==> config.mk <==
export PLATFORM = sky130hd
export DESIGN_NAME = btn_conditioner
export DESIGN_NICKNAME = d
export VERILOG_FILES = /design/src/rtl/btn_conditioner.sv
export SDC_FILE = /design/constraint.sdc
export NUM_CORES = 1
export LEC_CHECK = 0
export CORE_AREA = 8 8 156 158
export DETAILED_ROUTE_END_ITERATION = 10
export DIE_AREA = 0 0 164 166
export GPL_ROUTABILITY_DRIVEN = 0
export PLACE_DENSITY_LB_ADDON = 0.25
export SYNTH_ARGS = -nofsm -noshare
export SYNTH_HDL_FRONTEND = slang
export SYNTH_SLANG_ARGS = --single-unit
==> constraint.sdc <==
create_clock -name clk_100mhz -period 2 [get_ports clk_100mhz]
set_clock_uncertainty 0.15 [all_clocks]
set_input_delay 0.3 -clock clk_100mhz [delete_from_list [all_inputs] [get_ports clk_100mhz]]
set_output_delay 0.3 -clock clk_100mhz [all_outputs]
set_load 0.02 [all_outputs]
==> src/rtl/btn_conditioner.sv <==
// Multi-channel button/switch conditioner: synchroniser, debouncer, rise/fall pulses
// and optional held-button auto-repeat (built when BTN_REPEAT_EN is defined).
module btn_conditioner #(
   parameter int unsigned CHANNELS        = 8,
   parameter int unsigned NSYNC           = 3,
   parameter int unsigned DEBOUNCE_CYCLES = 1_000_000,
   parameter int unsigned REPEAT_DELAY    = 50_000_000,
   parameter int unsigned REPEAT_PERIOD   = 10_000_000
) (
   input  logic                clk_100mhz,
   input  logic                reset,
   input  logic [CHANNELS-1:0] raw_in,
   input  logic [CHANNELS-1:0] repeat_en,
   output logic [CHANNELS-1:0] clean_out,
   output logic [CHANNELS-1:0] rise_out,
   output logic [CHANNELS-1:0] fall_out,
   output logic [CHANNELS-1:0] repeat_out
);

   localparam int unsigned CNT_W = (DEBOUNCE_CYCLES > 1) ? $clog2(DEBOUNCE_CYCLES) : 1;
   localparam logic [CNT_W-1:0] CNT_MAX = CNT_W'(DEBOUNCE_CYCLES - 1);

`ifdef BTN_REPEAT_EN
   localparam int unsigned RPT_MAX = (REPEAT_DELAY > REPEAT_PERIOD) ? REPEAT_DELAY : REPEAT_PERIOD;
   localparam int unsigned RPT_W   = (RPT_MAX > 1) ? $clog2(RPT_MAX) : 1;
   localparam logic [RPT_W-1:0] DELAY_MAX  = RPT_W'(REPEAT_DELAY - 1);
   localparam logic [RPT_W-1:0] PERIOD_MAX = RPT_W'(REPEAT_PERIOD - 1);
`else
   localparam int unsigned unused_rpt_cfg = REPEAT_DELAY + REPEAT_PERIOD;
   logic unused_repeat_en;
   assign unused_repeat_en = ^repeat_en;
`endif

   for (genvar i = 0; i < CHANNELS; i++) begin : g_ch
      logic [NSYNC-1:0] sync_r;
      logic             sync_q;
      logic             cand;
      logic [CNT_W-1:0] cnt;
      logic             clean_r;
      logic             clean_d;
      logic             rise;

      // Metastability chain; last stage feeds the debouncer
      always_ff @(posedge clk_100mhz) begin
         if (reset) sync_r <= '0;
         else       sync_r <= {sync_r[NSYNC-2:0], raw_in[i]};
      end

      assign sync_q = sync_r[NSYNC-1];

      // Candidate must stay unchanged for DEBOUNCE_CYCLES samples before it is accepted
      always_ff @(posedge clk_100mhz) begin
         if (reset) begin
            cand    <= 1'b0;
            cnt     <= '0;
            clean_r <= 1'b0;
         end else if (sync_q != cand) begin
            cand <= sync_q;
            cnt  <= '0;
         end else if (cnt == CNT_MAX) begin
            clean_r <= cand;
         end else begin
            cnt <= cnt + CNT_W'(1);
         end
      end

      always_ff @(posedge clk_100mhz) begin
         if (reset) clean_d <= 1'b0;
         else       clean_d <= clean_r;
      end

      assign rise         = clean_r & ~clean_d;
      assign clean_out[i] = clean_r;
      assign rise_out[i]  = rise;
      assign fall_out[i]  = ~clean_r & clean_d;

`ifdef BTN_REPEAT_EN
      logic [RPT_W-1:0] rcnt;
      logic             first;
      logic             rpt_hit;

      assign rpt_hit = repeat_en[i] & clean_r &
                       (first ? (rcnt == PERIOD_MAX) : (rcnt == DELAY_MAX));

      // First pulse after REPEAT_DELAY, then every REPEAT_PERIOD while held and enabled
      always_ff @(posedge clk_100mhz) begin
         if (reset || rise || !clean_r || !repeat_en[i]) begin
            rcnt  <= '0;
            first <= 1'b0;
         end else if (rpt_hit) begin
            rcnt  <= '0;
            first <= 1'b1;
         end else begin
            rcnt <= rcnt + RPT_W'(1);
         end
      end

      assign repeat_out[i] = rise | rpt_hit;
`else
      assign repeat_out[i] = rise;
`endif
   end

endmodule

==> out/metrics.yaml <==
cts_tree: "done"
hold_ws_ns: 0.116
root_buffer: "clkbuf_16"
antenna_found_initial: 0
grt_max_degree: 22
core_um2: 22100
ios: 50
netlist_instances: 1130
ys_seq_area_frac: 0.429
ctsHoldBuffers: 0
synthArstFlopShare: 0
die_w_um: 164
slowest_stage: "or4_4"
synth_area_leaders: "dfxtp_1 (43%), nor2b_1 (3.8%), a21oi_1 (3.8%), xor2_1 (3.5%), o21ai_0 (3.5%)"
ant_nets: 0
synthFlopType: "dfxtp_1"
cp-start-kind: "register"
critPathArrivalTime_ns: 2.24
ys_types: 57
chipHeight_um: 166
power_leakage_nw: 4.33
io_buffer_count: 41
rrSetupSlack_ns: 0.001
drt-total-wl_um: 20700
max_freq_mhz: 500
crit_path_max_fanout: 4
max_slew.worst_pin.slew_ns: 0.446
slew_headroom: 0.699
finalSetupTns_ns: 0
hold_class: "in2reg"
die_area_um2: 27200
worst-setup-path-type: "reg2reg"
hold_viol_final: 0
rows: 55
synth.avg_cell_area_um2: 8.58
status: "complete, no violations"
grt_pass1_vias: 7853
first_pass_iters: 5
report.final.slew_viol_count: 0
clock_path_buffers: 3
synth_common_cells: "dfxtp_1 (208), nand2_1 (82), a21oi_1 (73)"
power_density_nw_per_um2: 760
max_stage_delay_ns: 0.59
end_kind: "register"
fin_nets: 1265
synth_area_um2: 9700
layout-drive-gt1-share: 0.169
synth_seq_cells: 208
drc: 0
grt_pass1_wl_um: 35800
post-route-min-period_ns: 2.00
synth_top_area_cell: "dfxtp_1"
n_antenna_cell: 0
maxCapViolCount: 0
synth_edf_count: 0
grt_util_all_layers: 0.150
syn-num-nets: 1156
rsz0062_at_grt: "yes"
fin_crit_sh: 0.999
htree_levels: 1
peakVddDrop_v: 0.000753
syn2layout_area_growth_pct: 22.7
vias: 8328
synth_top_area_frac: 0.429
viasPerCell: 5.40
required_ns: 2.24
dp_hpwl_um: 14600
drt_iter0_markers: 362
postPlaceCellArea_um2: 11000
insertion_delay_ns: 0.51
synth_warnings: 0
clk_pin_slew_ns: 0.06
synth.most_common_cell: "dfxtp_1"
numCtsBuffers: 24
crit_chain: "or4b_4 -> or4_4 -> o31ai_2 -> o21ai_1"
p_total_mw: 9.04
setup-violations-final: 0
start_util: 0.439
critPathTopFamily: "simple AND/OR/NAND/NOR gates"
route.detailed.wl_per_inst_um: 13.4
clkSinkCount: 208
fin_area_um2: 11900
path_buf_inv: 0
overflow: 0
[placed cells by master (no fill, tap or decap), drive strengths merged, types with 24 or more instances in the layout]
| cell type | count |
|---|---|
| a21oi | 73 |
| and3 | 27 |
| buf | 118 |
| clkbuf | 35 |
| dfxtp | 208 |
| dlygate4sd2 | 24 |
| inv | 24 |
| nand2 | 82 |
| nand3 | 58 |
| nand4 | 41 |
| nor2 | 53 |
| nor2b | 59 |
| nor3 | 40 |
| o21ai | 69 |
| o31ai | 29 |
| or3 | 34 |
| or4 | 32 |
| xor2 | 39 |
[metrics by stage]
step | util | setup WS [ns] | std cells
6_report | 0.539 | 0.00102 | 1542
5_1_grt | 0.539 | -0.0488 | 1542
4_1_cts | 0.534 | 0.00197 | 1538
3_5_place_dp | 0.496 | -0.0487 | 1493
3_3_place_gp | 0.496 | -0.0424 | 1493
2_1_floorplan | - | -0.0282 | 1130
[routing by layer]
layer  track usage  part of all wire  wire length [um]
met1         0.199              0.49             10100
met2         0.246              0.46              9530
met3        0.0258             0.034               710
met4        0.0399             0.018               369
met5             0                 0                 0
[kinds of logic after synthesis]
| group | count (synthesis) | share of synthesized area |
|---|---|---|
| adder cells (fa/ha/maj) | 8 | 0.0103 |
| XOR/XNOR | 61 | 0.0551 |
| flip-flops | 208 | 0.429 |
| multiplexers | 6 | 0.00619 |
| buffers and inverters | 99 | 0.0492 |
| AND/OR/NAND/NOR | 520 | 0.308 |
| AO/OA/AOI/OAI | 228 | 0.142 |
[state kept, by name (all words and copies together) (netlist names)]
signal        flops
g_ch.cnt        160
g_ch.sync_r      24
g_ch.cand         8
g_ch.clean_d      8
g_ch.clean_r      8
[cell type report]
type                    count  area, um^2
clock buffers              33         686
multi-input cells         823        5160
clock inverters            11         139
repair buffers            158        1280
well taps                 285         357
inverters                  24        90.1
flip-flops and latches    208        4190
fillers                  2019       10200
[power breakdown]
group	total [mW]	switching, mW	internal, mW
logic	0.296	0.165	0.131
clock network	4.49	1.70	2.79
registers	4.26	0.0512	4.21
[final timing paths]
kind                                     endpoint  cells past startpoint         startpoint
worst min register to register  g_ch[7].sync_r[2]                      1  g_ch[7].sync_r[1]
worst max-delay path              g_ch[7].clean_r                      4    g_ch[7].cnt[12]
worst max register to register    g_ch[7].clean_r                      4    g_ch[7].cnt[12]
worst min-delay path            g_ch[0].sync_r[0]                      3              reset
[timing repair]
item                       CTS  global route
resized for setup           32            41
pin swaps                    1            15
setup endpoints to repair   34            39
buffers inserted             1             4
hold endpoints to repair     0             0
[worst reg2reg max path, stage by stage, from the launching register on]
cell and delay, ns:
dfxtp_2 0.32, or4b_4 0.54, or4_4 0.59, o31ai_2 0.20
o21ai_1 0.09
Power figures use the tool's default switching activity.
